<file path="src/rtl/exe_div_unit_pkg.sv">
// Shared types and constants for the EXE-stage divider.
package exe_div_unit_pkg;

    // Divider sequencer states.
    typedef enum logic [1:0] {
        DIV_IDLE = 2'd0,
        DIV_ZERO = 2'd1,
        DIV_ON   = 2'd2,
        DIV_END  = 2'd3
    } div_state_t;

    // Cycles a nonzero-divisor operation occupies EXE: 1 IDLE + 32 ON + 1 END.
    localparam int DIV_CYCLES = 34;

    // Cycles a zero-divisor operation occupies EXE: IDLE, DIVZERO, END.
    localparam int DIV_ZERO_CYCLES = 3;

endpackage

</file>
<file path="src/rtl/exe_div_unit_if.sv">
// Request/result bundle between the EXE stage and the divider.
interface exe_div_unit_if #(
    parameter int DATA_W = 32
) ();
    logic              div_start;
    logic              div_signed;
    logic [DATA_W-1:0] dividend;
    logic [DATA_W-1:0] divisor;
    logic              flush;
    logic [DATA_W-1:0] div_quot;
    logic [DATA_W-1:0] div_rem;
    logic              div_ready;
    logic              stallreq_div;

    modport master (
        output div_start, div_signed, dividend, divisor, flush,
        input  div_quot, div_rem, div_ready, stallreq_div
    );

    modport slave (
        input  div_start, div_signed, dividend, divisor, flush,
        output div_quot, div_rem, div_ready, stallreq_div
    );
endinterface

</file>
<file path="src/rtl/exe_div_unit.sv">
// Iterative radix-2 restoring divider for DIV/DIVU, one quotient bit per cycle.
module exe_div_unit
    import exe_div_unit_pkg::*;
#(
    parameter int DATA_W = 32,
    parameter int CNT_W  = 6
) (
    input  logic           cpu_clk_50M,
    input  logic           cpu_rst_n,
    exe_div_unit_if.slave  bus
);

    div_state_t          r_state;
    div_state_t          w_next_state;
    logic [CNT_W-1:0]    r_cnt;
    logic [2*DATA_W:0]   r_work;
    logic [DATA_W-1:0]   r_divisor;
    logic                r_quot_neg;
    logic                r_rem_neg;
    logic [DATA_W-1:0]   r_quot;
    logic [DATA_W-1:0]   r_rem;
    logic                r_ready;

    logic                w_cancel;
    logic                w_last;
    logic [DATA_W-1:0]   w_abs_dvd;
    logic [DATA_W-1:0]   w_abs_dvs;
    logic [2*DATA_W:0]   w_shift;
    logic [DATA_W:0]     w_trial;
    logic [2*DATA_W:0]   w_next_work;
    logic [DATA_W-1:0]   w_quot_fix;
    logic [DATA_W-1:0]   w_rem_fix;
    logic                w_unused;

    assign w_cancel = bus.flush || !bus.div_start;
    assign w_last   = (r_cnt == CNT_W'(DATA_W - 1));

    assign w_abs_dvd = (bus.div_signed && bus.dividend[DATA_W-1]) ? -bus.dividend : bus.dividend;
    assign w_abs_dvs = (bus.div_signed && bus.divisor[DATA_W-1])  ? -bus.divisor  : bus.divisor;

    assign w_shift     = {r_work[2*DATA_W-1:0], 1'b0};
    assign w_trial     = w_shift[2*DATA_W:DATA_W] - {1'b0, r_divisor};
    assign w_next_work = w_trial[DATA_W] ? w_shift
                                         : {w_trial, w_shift[DATA_W-1:1], 1'b1};

    assign w_quot_fix = r_quot_neg ? -w_next_work[DATA_W-1:0]        : w_next_work[DATA_W-1:0];
    assign w_rem_fix  = r_rem_neg  ? -w_next_work[2*DATA_W-1:DATA_W] : w_next_work[2*DATA_W-1:DATA_W];

    // The partial remainder stays below the divisor, so the top working bit is always zero.
    assign w_unused = &{1'b0, r_work[2*DATA_W], w_next_work[2*DATA_W]};

    // State register.
    always_ff @(posedge cpu_clk_50M or negedge cpu_rst_n) begin
        if (!cpu_rst_n) r_state <= DIV_IDLE;
        else            r_state <= w_next_state;
    end

    // Next-state decode; flush or a dropped start abandons the operation.
    always_comb begin
        w_next_state = r_state;
        case (r_state)
            DIV_IDLE: begin
                if (!w_cancel) w_next_state = (bus.divisor == '0) ? DIV_ZERO : DIV_ON;
            end
            DIV_ZERO: w_next_state = w_cancel ? DIV_IDLE : DIV_END;
            DIV_ON: begin
                if (w_cancel)    w_next_state = DIV_IDLE;
                else if (w_last) w_next_state = DIV_END;
            end
            DIV_END:  w_next_state = DIV_IDLE;
            default:  w_next_state = DIV_IDLE;
        endcase
    end

    // Operand latch, shift/subtract iteration and result load.
    always_ff @(posedge cpu_clk_50M or negedge cpu_rst_n) begin
        if (!cpu_rst_n) begin
            r_cnt      <= '0;
            r_work     <= '0;
            r_divisor  <= '0;
            r_quot_neg <= 1'b0;
            r_rem_neg  <= 1'b0;
            r_quot     <= '0;
            r_rem      <= '0;
            r_ready    <= 1'b0;
        end else begin
            r_ready <= (w_next_state == DIV_END);
            case (r_state)
                DIV_IDLE: begin
                    r_cnt <= '0;
                    if (w_next_state == DIV_ON) begin
                        r_work     <= {{(DATA_W+1){1'b0}}, w_abs_dvd};
                        r_divisor  <= w_abs_dvs;
                        r_quot_neg <= bus.div_signed && (bus.dividend[DATA_W-1] ^ bus.divisor[DATA_W-1]);
                        r_rem_neg  <= bus.div_signed && bus.dividend[DATA_W-1];
                    end
                end
                DIV_ON: begin
                    if (w_cancel) begin
                        r_cnt <= '0;
                    end else begin
                        r_work <= w_next_work;
                        r_cnt  <= r_cnt + 1'b1;
                        if (w_last) begin
                            r_quot <= w_quot_fix;
                            r_rem  <= w_rem_fix;
                        end
                    end
                end
                DIV_ZERO: begin
                    r_cnt <= '0;
                    if (!w_cancel) begin
                        r_quot <= '1;
                        r_rem  <= bus.dividend;
                    end
                end
                default: r_cnt <= '0;
            endcase
        end
    end

    assign bus.div_quot     = r_quot;
    assign bus.div_rem      = r_rem;
    assign bus.div_ready    = r_ready;
    assign bus.stallreq_div = cpu_rst_n && !bus.flush &&
                              ((r_state == DIV_ON) || (r_state == DIV_ZERO) ||
                               ((r_state == DIV_IDLE) && bus.div_start));

endmodule

</file>
<file path="src/flat_wrapper.sv">
// flat-port wrapper written by rule: the top's interface ports become plain ports
module exe_div_unit_flat import exe_div_unit_pkg::*;
#(
    parameter int DATA_W = 32,
    parameter int CNT_W  = 6
)
  (cpu_clk_50M, cpu_rst_n, bus_div_start, bus_div_signed, bus_dividend, bus_divisor, bus_flush, bus_div_quot, bus_div_rem, bus_div_ready, bus_stallreq_div);
  exe_div_unit_if #(.DATA_W(DATA_W)) bus_i ();
  input  logic cpu_clk_50M;
  input  logic cpu_rst_n;
  input wire logic [$bits(bus_i.div_start)-1:0] bus_div_start;
  input wire logic [$bits(bus_i.div_signed)-1:0] bus_div_signed;
  input wire logic [$bits(bus_i.dividend)-1:0] bus_dividend;
  input wire logic [$bits(bus_i.divisor)-1:0] bus_divisor;
  input wire logic [$bits(bus_i.flush)-1:0] bus_flush;
  output wire logic [$bits(bus_i.div_quot)-1:0] bus_div_quot;
  output wire logic [$bits(bus_i.div_rem)-1:0] bus_div_rem;
  output wire logic [$bits(bus_i.div_ready)-1:0] bus_div_ready;
  output wire logic [$bits(bus_i.stallreq_div)-1:0] bus_stallreq_div;
  assign bus_i.div_start = bus_div_start;
  assign bus_i.div_signed = bus_div_signed;
  assign bus_i.dividend = bus_dividend;
  assign bus_i.divisor = bus_divisor;
  assign bus_i.flush = bus_flush;
  assign bus_div_quot = bus_i.div_quot;
  assign bus_div_rem = bus_i.div_rem;
  assign bus_div_ready = bus_i.div_ready;
  assign bus_stallreq_div = bus_i.stallreq_div;
  exe_div_unit #(.DATA_W(DATA_W), .CNT_W(CNT_W)) u_core (.cpu_clk_50M(cpu_clk_50M), .cpu_rst_n(cpu_rst_n), .bus(bus_i));
endmodule
</file>
<file path="config.mk">
export PLATFORM = sky130hd
export DESIGN_NAME = exe_div_unit_flat
export DESIGN_NICKNAME = d
export VERILOG_FILES = /design/src/rtl/exe_div_unit_pkg.sv /design/src/rtl/exe_div_unit_if.sv /design/src/rtl/exe_div_unit.sv /design/src/flat_wrapper.sv
export SDC_FILE = /design/constraint.sdc
export NUM_CORES = 1
export LEC_CHECK = 0
export ABC_AREA = 1
export CORE_MARGIN = 2
export CORE_UTILIZATION = 50
export CTS_CLUSTER_SIZE = 20
export DETAILED_ROUTE_END_ITERATION = 7
export PLACE_DENSITY = 0.71
export SLEW_MARGIN = 15
export SYNTH_ARGS = -nofsm -noshare
export SYNTH_HDL_FRONTEND = slang
export SYNTH_SLANG_ARGS = --single-unit
</file>
<file path="constraint.sdc">
create_clock -name cpu_clk_50M -period 4.76 [get_ports cpu_clk_50M]
set_clock_uncertainty 0.15 [all_clocks]
set_input_delay 0.476 -clock cpu_clk_50M [delete_from_list [all_inputs] [get_ports cpu_clk_50M]]
set_output_delay 0.476 -clock cpu_clk_50M [all_outputs]
set_load 0.03 [all_outputs]
</file>
==> impl_metrics.yaml, run 1 <==
worst_setup_path:
  critPathKind: "flip-flop to flip-flop"
  cp-end-kind: "flip-flop"
  cp.arrival_ns: 4.46
  ff2ff_path_depth: 26
  cp_max_fo: 5
  cp.required_ns: 4.95
  reg2reg_from: "u_core.r_work[31]"
  rrSetupSlack_ns: 0.49
  r2r-end: "u_core.bus.div_quot[28]"
  startpoint_type: "flip-flop"
yosys:
  synthSimpleGateAreaFrac_pct: 33.0
  seq_area_frac_synth_pct: 31.8
  netlist_instances: 2074
  synthDistinctLibCells: 50
  synth_mux_area_share_pct: 0
  ys_async_sr_fraction_pct: 100
  yosys.area_share.adder_pct: 3.96
  ys_ff_latch: 171
  avgSynthCellArea_um2: 6.49
  synth_compound_area_share_pct: 14.7
  synth_top_family_by_area: "simple AND/OR/NAND/NOR gates"
  synth_edf_count: 0
  syn_area_um2: 13500
  synth_nets: 2185
  ys.warnings.count: 0
  synth_xor_area_share_pct: 5.60
  synthFlopType: "dfrtp_1"
run_status:
  outcome: "finished, final reports clean"
floorplan:
  ios: 135
  rows: 60
  start_util_pct: 50.4
  die_w_um: 168
  dieArea_um2: 28200
  coreArea_um2: 26700
  die_h_um: 168
hold_path:
  hold_end: "u_core.r_cnt[0]"
  holdPathStages: 1
  holdCritStartpoint: "u_core.r_cnt[0]"
  min_path_type: "flip-flop to flip-flop"
drt:
  ant_nets: 0
  first_pass_iters: 6
  via_per_inst: 5.42
  drt_iter0_markers: 1329
  drt_wl_total_mm: 43.6
  drc: 0
  vias: 13700
  drt-wirelength-per-cell_um: 17.2
global_routing:
  grt-ovfl-total: 0
  grt_max_degree: 114
  grtUsageTotal_pct: 31.4
  grt_pass1_vias: 13000
  grt_antenna_before_repair: 0
  grt_pass1_wl_mm: 69.7
placed_design:
  dp_hpwl_mm: 33.8
  placed_cells: 2498
  place_ws_ns: 0.395
  gp_congestion: 0.961
  port_buffers: 134
cells_and_area:
  syn_to_final_growth_pct: 16.5
  drive_above_1_share_pct: 5.30
  num_antenna_cells: 0
  final_cell_mix: "nand2_1, inv_1, nor2_1"
  stdcell_count: 2531
  post-route-util_pct: 58.7
  final_common_cell: "nand2_1"
  fin_nets: 2288
clock_network:
  cts_buffer_depth: 2
  clock_latency_ns: 0.45
  clk_pin_slew_ns: 0.08
  cts_tree: "yes"
  cts.sinks: 171
  cts-root-buf: "clkbuf_16"
  cts_setup_buffers: 0
  h-tree-depth: 4
  cts_made_buffers: 17
timing:
  slew_headroom_pct: 39.1
  post-route-period-util_pct: 89.7
  rsz0062_at_grt: "false"
  finalSetupViolCount: 0
  hold_ws_ns: 0.312
  fmax_mhz: 234
  finalSetupTns_ns: 0
  worst_slack_ns: 0.489
  min_period_ns: 4.27
  hold_violations: 0
  slew_viol_final: 0
  tightest_slew_ns: 0.913
power:
  cellPowerDensity_nw_per_um2: 852
  p_leak_uw: 0.00826
  vdd_ir_drop_max_v: 0.000627
run:
  cap_viol_max_count: 0
-- sequential cells by signal (all words and copies together) (netlist names) --
| name | flops |
|---|---|
| u_core.r_state | 2 |
| u_core.bus.div_quot | 32 |
| u_core.r_rem_neg | 1 |
| u_core.bus.div_rem | 32 |
| u_core.r_divisor | 32 |
| u_core.bus.div_ready | 1 |
| u_core.r_cnt | 6 |
| u_core.r_quot_neg | 1 |
| u_core.r_work | 64 |
-- worst max path at each step --
stage / start / endpoint / slack, ns / cells after the start
after CTS: u_core.r_work[31] / u_core.bus.div_quot[28] / 0.36 / 26
after floorplan: u_core.r_work[31] / u_core.bus.div_quot[28] / 0.67 / 28
after detailed placement: u_core.r_work[31] / u_core.bus.div_quot[28] / 0.39 / 26
after global routing: u_core.r_work[31] / u_core.bus.div_quot[30] / 0.03 / 27
after global placement: u_core.r_work[31] / u_core.bus.div_quot[28] / 0.52 / 26
final: u_core.r_work[31] / u_core.bus.div_quot[28] / 0.49 / 26
-- Yosys cell counts (20+ instances only) --
library cell	instances	area, µm²
xor2_1	70	613
nor2_1	185	694
nand3_1	100	500
nand2_1	654	2450
inv_1	295	1110
clkbuf_1	46	173
dfrtp_1	171	4280
o21ai_0	137	686
nand4_1	20	125
nor3_1	23	115
nand2_2	23	144
a21oi_1	73	365
o22ai_1	46	288
ha_1	41	513
o211ai_1	26	195
-- layout make-up --
class,instances,area [µm²]
inverters,307,1150
clock inverters,15,196
clock buffers,17,425
fillers,2636,11000
repair buffers,150,1480
multi-input cells,1530,7720
flip-flops and latches,171,4280
well taps,341,427
-- kinds of logic (layout without fill, tap and decap cells) --
kind of cell / count (synthesis) / count (layout)
AO/OA/AOI/OAI: 344 / 344
XOR/XNOR: 86 / 86
adder cells (fa/ha/maj): 42 / 42
buffers and inverters: 373 / 489
flip-flops: 171 / 171
AND/OR/NAND/NOR: 1058 / 1058
-- critical path, stage by stage (launching register included) --
cell     delay [ns]
dfrtp_1        0.39
inv_1          0.08
ha_1           0.16
inv_1          0.08
fa_1           0.40
nand2_1        0.10
nand2_1        0.09
nand3_1        0.11
nand2_2        0.10
nand2_1        0.09
nand2_2        0.07
nand2_4        0.10
nand3_2        0.15
nand2_4        0.15
ha_1           0.19
inv_1          0.07
nor4_2         0.29
nand3_1        0.15
inv_1          0.10
nand4_1        0.20
inv_2          0.16
nand4_1        0.16
o21ai_2        0.19
o21ai_0        0.12
xor2_1         0.17
o22ai_1        0.12
inv_1          0.05
-- metal layers --
metal / global-route usage [%] / vias to the layer above / share of wire (%)
met5: 0 / - / 0
met4: 8.25 / 0 / 2.2
met3: 5.52 / 63 / 7.3
met2: 48.1 / 452 / 43
met1: 46.0 / 6367 / 47
li1: - / 6843 / -
-- metrics by stage --
stage	instance area, µm²	total power [µW]
after CTS	15700	13200
after global placement	15000	11600
after detailed placement	15000	11700
after floorplan	13500	9210
after global routing	15700	14600
final	15700	13400
-- power by group --
group / internal (µW) / switching [µW]
Combinational: 3040 / 6310
Clock: 762 / 739
Sequential: 2040 / 474
-- what timing repair did --
item	CTS	global route
hold buffers	1	0
hold endpoints to repair	58	0
endpoints found under the setup margin	0	5
gates resized for setup	0	6
Power figures use the tool's default switching activity.
==> inputs of run 2 (changes only) <==
--- a/config.mk
+++ b/config.mk
@@ -15,3 +15,4 @@
 export SYNTH_ARGS = -nofsm -noshare
 export SYNTH_HDL_FRONTEND = slang
 export SYNTH_SLANG_ARGS = --single-unit
+export TNS_END_PERCENT = 20
==> run 2 against run 1 <==
Setup slack lost 0.090 ns. Core utilization is essentially flat. Count of clock-buffer cells in the layout is the same. Global-route usage is the same. Via count grew 0.30%. Critical path depth is the same.
==> impl_metrics.yaml, run 2 (synthesis gave the netlist of run 1 again) <==
placed_design:
  placed_cells: 2498
  gp_congestion: 0.961
  place_ws_ns: 0.395
  dp_hpwl_mm: 33.8
  port_buffers: 134
floorplan:
  ios: 135
  dieArea_um2: 28200
  die_w_um: 168
  start_util_pct: 50.4
  rows: 60
  die_h_um: 168
  coreArea_um2: 26700
power:
  cellPowerDensity_nw_per_um2: 851
  vdd_ir_drop_max_v: 0.000623
  p_leak_uw: 0.00826
worst_setup_path:
  critPathKind: "flip-flop to flip-flop"
  cp_max_fo: 49
  startpoint_type: "flip-flop"
  cp.arrival_ns: 4.54
  cp.required_ns: 4.94
  cp-end-kind: "flip-flop"
timing:
  post-route-period-util_pct: 91.6
  slew_headroom_pct: 40.9
  finalSetupViolCount: 0
  min_period_ns: 4.36
  slew_viol_final: 0
  hold_violations: 0
  worst_slack_ns: 0.399
  tightest_slew_ns: 0.886
  hold_ws_ns: 0.312
  fmax_mhz: 229
  rsz0062_at_grt: "true"
cells_and_area:
  stdcell_count: 2531
  drive_above_1_share_pct: 5.25
  num_antenna_cells: 0
  final_cell_mix: "nand2_1, inv_1, nor2_1"
  final_common_cell: "nand2_1"
  max_flop_register: "u_core.r_work"
  largest_register_ffs: 64
  syn_to_final_growth_pct: 16.5
  fin_nets: 2288
  post-route-util_pct: 58.7
drt:
  ant_nets: 0
  vias: 13800
  via_per_inst: 5.44
  drt_iter0_markers: 1383
  drt_wl_total_mm: 43.5
  first_pass_iters: 6
  drt-wirelength-per-cell_um: 17.2
  drc: 0
clock_network:
  clk_pin_slew_ns: 0.08
  clock_latency_ns: 0.45
  cts_setup_buffers: 0
  cts-root-buf: "clkbuf_16"
  cts_buffer_depth: 2
  cts_made_buffers: 17
  cts_tree: "yes"
  cts.sinks: 171
  h-tree-depth: 4
global_routing:
  grt_antenna_before_repair: 0
  grt-ovfl-total: 0
  grtUsageTotal_pct: 31.4
  grt_pass1_vias: 13000
  grt_pass1_wl_mm: 69.7
  grt_max_degree: 114
hold_path:
  min_path_type: "flip-flop to flip-flop"
run_status:
  outcome: "finished, final reports clean"
run:
  cap_viol_max_count: 0
## run 2: metrics by stage
step	area (µm²)	power (µW)	TNS [ns]
after floorplan	13500	9210	0
after global routing	15700	14600	-0.0431
after CTS	15700	13200	0
final	15700	13300	0
after global placement	15000	11600	0
after detailed placement	15000	11700	0
## run 2: final timing paths
check	startpoint	end	slack [ns]	cells past startpoint
setup / recovery	u_core.r_work[31]	u_core.bus.div_rem[18]	0.40	26
hold / removal	u_core.r_cnt[0]	u_core.r_cnt[0]	0.31	1
setup reg to reg	u_core.r_work[31]	u_core.bus.div_rem[18]	0.40	26
hold reg to reg	u_core.r_cnt[0]	u_core.r_cnt[0]	0.31	1
max in group asynchronous	cpu_rst_n	u_core.bus.div_rem[5]	2.86	3
min in group asynchronous	cpu_rst_n	u_core.r_divisor[27]	0.42	2
## run 2: area by class of cell
cell class / instances / area [µm²]
Sequential cell: 171 / 4280
Fill cell: 2639 / 11000
Tap cell: 341 / 427
Clock inverter: 15 / 196
Clock buffer: 17 / 425
Timing Repair Buffer: 150 / 1480
Multi-Input combinational cell: 1530 / 7720
Inverter: 307 / 1150
## run 2: repair_timing
action,in CTS,in global routing
setup endpoints to repair,0,5
endpoints found under the hold margin,58,0
resized for setup,0,4
hold buffers,1,0
## run 2: metal layers
layer | wire [µm] | global-route usage (%) | vias to the layer above
li1 | - | - | 6844
met1 | 20500 | 46.0 | 6400
met2 | 18900 | 48.1 | 468
met3 | 3330 | 5.52 | 54
met4 | 868 | 8.25 | 0
met5 | 0 | 0 | -
## run 2: critical path: stages, from the launching register on
cell,delay (ns)
dfrtp_1,0.39
inv_1,0.08
ha_1,0.16
inv_1,0.08
fa_1,0.40
nand2_1,0.10
nand2_1,0.09
nand3_1,0.11
nand2_2,0.10
nand2_1,0.09
nand2_2,0.07
nand2_4,0.10
nand3_2,0.15
nand2_4,0.14
buf_4,0.48
nand2_1,0.12
nand2_2,0.15
ha_1,0.18
nand3_1,0.12
o21ai_2,0.21
nand2_4,0.11
nor2_1,0.24
nand2_1,0.11
nand2_1,0.07
nand2_1,0.05
o21bai_1,0.13
nand2_1,0.06
## run 2: where the power goes
part | switching (µW) | internal (µW)
Clock | 740 | 762
Combinational | 6300 | 3030
Sequential | 473 | 2040
Total | 7520 | 5830
==> inputs of run 3 (changes only) <==
--- a/config.mk
+++ b/config.mk
@@ -6,7 +6,7 @@
 export NUM_CORES = 1
 export LEC_CHECK = 0
 export ABC_AREA = 1
-export CORE_MARGIN = 2
+export CORE_MARGIN = 1
 export CORE_UTILIZATION = 50
 export CTS_CLUSTER_SIZE = 20
 export DETAILED_ROUTE_END_ITERATION = 7
@@ -15,4 +15,4 @@
 export SYNTH_ARGS = -nofsm -noshare
 export SYNTH_HDL_FRONTEND = slang
 export SYNTH_SLANG_ARGS = --single-unit
-export TNS_END_PERCENT = 20
+export TNS_END_PERCENT = 10
==> run 3 against run 2 <==
The run now ends with design-rule violations left. Combinational power grew 1%. Critical path type unchanged. Global-route usage increased by 1.1 points. Largest cell class unchanged. Setup slack better by 0.030 ns. Largest power group unchanged. Flip-flop and latch count did not move. Critical endpoint is now u_core.bus.div_quot[28]. Non-clock buffer count did not move.
==> impl_metrics.yaml, run 3 (synthesis gave the netlist of run 1 again) <==
global_routing:
  grtUsageTotal_pct: 32.5
  grt_max_degree: 136
  grt_antenna_before_repair: 0
  grt_pass1_vias: 13200
  grt-ovfl-total: 0
  grt_pass1_wl_mm: 70.6
drt:
  first_pass_iters: 8
  drt_wl_total_mm: 44.1
  via_per_inst: 5.53
  drt_iter0_markers: 1500
  ant_nets: 0
  drt-wirelength-per-cell_um: 17.5
  drc: 3
  vias: 14000
cells_and_area:
  syn_to_final_growth_pct: 16.2
  stdcell_count: 2525
  largest_register_ffs: 64
  num_antenna_cells: 0
  drive_above_1_share_pct: 5.16
  final_cell_mix: "nand2_1, inv_1, nor2_1"
  num-fill-cells: 2541
  fin_nets: 2288
  max_flop_register: "u_core.r_work"
  final_common_cell: "nand2_1"
  regArea_um2: 4280
  multiInputGateArea_um2: 7720
run_status:
  failed_checks: "design-rule violations"
  outcome: "finished with violations"
worst_setup_path:
  cp-end-kind: "flip-flop"
  rrSetupSlack_ns: 0.43
  critical_path.most_common_cell: "inv_1"
  critPathKind: "flip-flop to flip-flop"
  ff2ff_path_depth: 26
  r2r-end: "u_core.bus.div_quot[28]"
  cp.required_ns: 4.95
  reg2reg_from: "u_core.r_work[31]"
  slowest_delay_ns: 0.40
  cp.arrival_ns: 4.52
  cp_max_fo: 5
  startpoint_type: "flip-flop"
  crit_path_top_delay_cell: "dfrtp_1"
power:
  cellPowerDensity_nw_per_um2: 859
  vdd_ir_drop_max_v: 0.000492
  p_leak_uw: 0.00825
  p_total_uw: 13400
timing:
  slew_headroom_pct: 37.9
  slew_viol_final: 0
  min_period_ns: 4.33
  tightest_slew_ns: 0.932
  rsz0062_at_grt: "false"
  hold_violations: 0
  post-route-period-util_pct: 91.0
  finalSetupViolCount: 0
  fmax_mhz: 231
  finalSetupTns_ns: 0
  hold_ws_ns: 0.322
floorplan:
  rows: 59
  start_util_pct: 51.4
  die_w_um: 166
  ios: 135
  coreArea_um2: 26200
  die_h_um: 166
  dieArea_um2: 27600
run:
  cap_viol_max_count: 0
placed_design:
  dp_hpwl_mm: 33.7
  gp_congestion: 0.993
  port_buffers: 134
  placed_cells: 2492
clock_network:
  clk_pin_slew_ns: 0.08
  cts-root-buf: "clkbuf_16"
  cts_tree: "yes"
  h-tree-depth: 4
  cts.sinks: 171
  cts_buffer_depth: 2
  cts_setup_buffers: 0
  cts_made_buffers: 17
  clock_latency_ns: 0.44
hold_path:
  holdCritStartpoint: "u_core.r_cnt[0]"
  hold_end: "u_core.r_cnt[0]"
  holdPathStages: 1
  min_path_type: "flip-flop to flip-flop"
[run 3: worst max path at each step]
stage | from | end | slack (ns) | depth (start not counted)
after floorplan | u_core.r_work[31] | u_core.bus.div_quot[28] | 0.67 | 28
after global placement | u_core.r_work[31] | u_core.bus.div_quot[28] | 0.51 | 26
after detailed placement | u_core.r_work[31] | u_core.bus.div_quot[28] | 0.39 | 26
after CTS | u_core.r_work[31] | u_core.bus.div_quot[28] | 0.36 | 26
after global routing | u_core.r_work[31] | u_core.bus.div_quot[28] | 0.04 | 26
final | u_core.r_work[31] | u_core.bus.div_quot[28] | 0.43 | 26
[run 3: what timing repair did]
item                                   4_1_cts  5_1_grt
setup endpoints to repair                    0        5
endpoints found under the hold margin       36        0
hold buffers                                 1        0
gates resized for setup                      0        4
[run 3: metrics by stage]
step | cell area (µm²) | util, % | setup slack (ns)
floorplan | 13500 | - | 0.675
global placement | 15000 | 57.4 | 0.513
detailed placement | 15000 | 57.4 | 0.390
CTS | 15600 | 59.6 | 0.361
global route | 15600 | 59.7 | 0.0421
finish | 15600 | 59.7 | 0.430
[run 3: layout make-up]
type	count	area share, %
Sequential cell	171	27.4
Timing Repair Buffer	150	9.47
Multi-Input combinational cell	1530	49.4
Inverter	307	7.37
Clock buffer	19	2.77
Tap cell	335	2.68
Clock inverter	13	0.968
[run 3: report_power, final]
part / switching (µW) / leakage [µW] / internal [µW]
clock network: 705 / 0.000284 / 751
logic: 6420 / 0.00581 / 3040
registers: 477 / 0.00215 / 2040
total: 7600 / 0.00825 / 5830
[run 3: per-layer routing]
layer,GRT usage (%),vias to the layer above,part of all wire [%]
li1,-,6851,-
met3,3.34,51,6.6
met4,7.76,0,1.7
met5,0,-,0
met2,49.9,567,44
met1,48.8,6504,48
[run 3: worst max-delay path, delay by kind of cell, from the launching register on]
family,cells,cell delay [ns]
compound gates,3,0.50
xor+xnor,1,0.17
fa+ha+maj,3,0.76
buf+inv,6,0.57
flops,1,0.40
simple gates,13,1.67
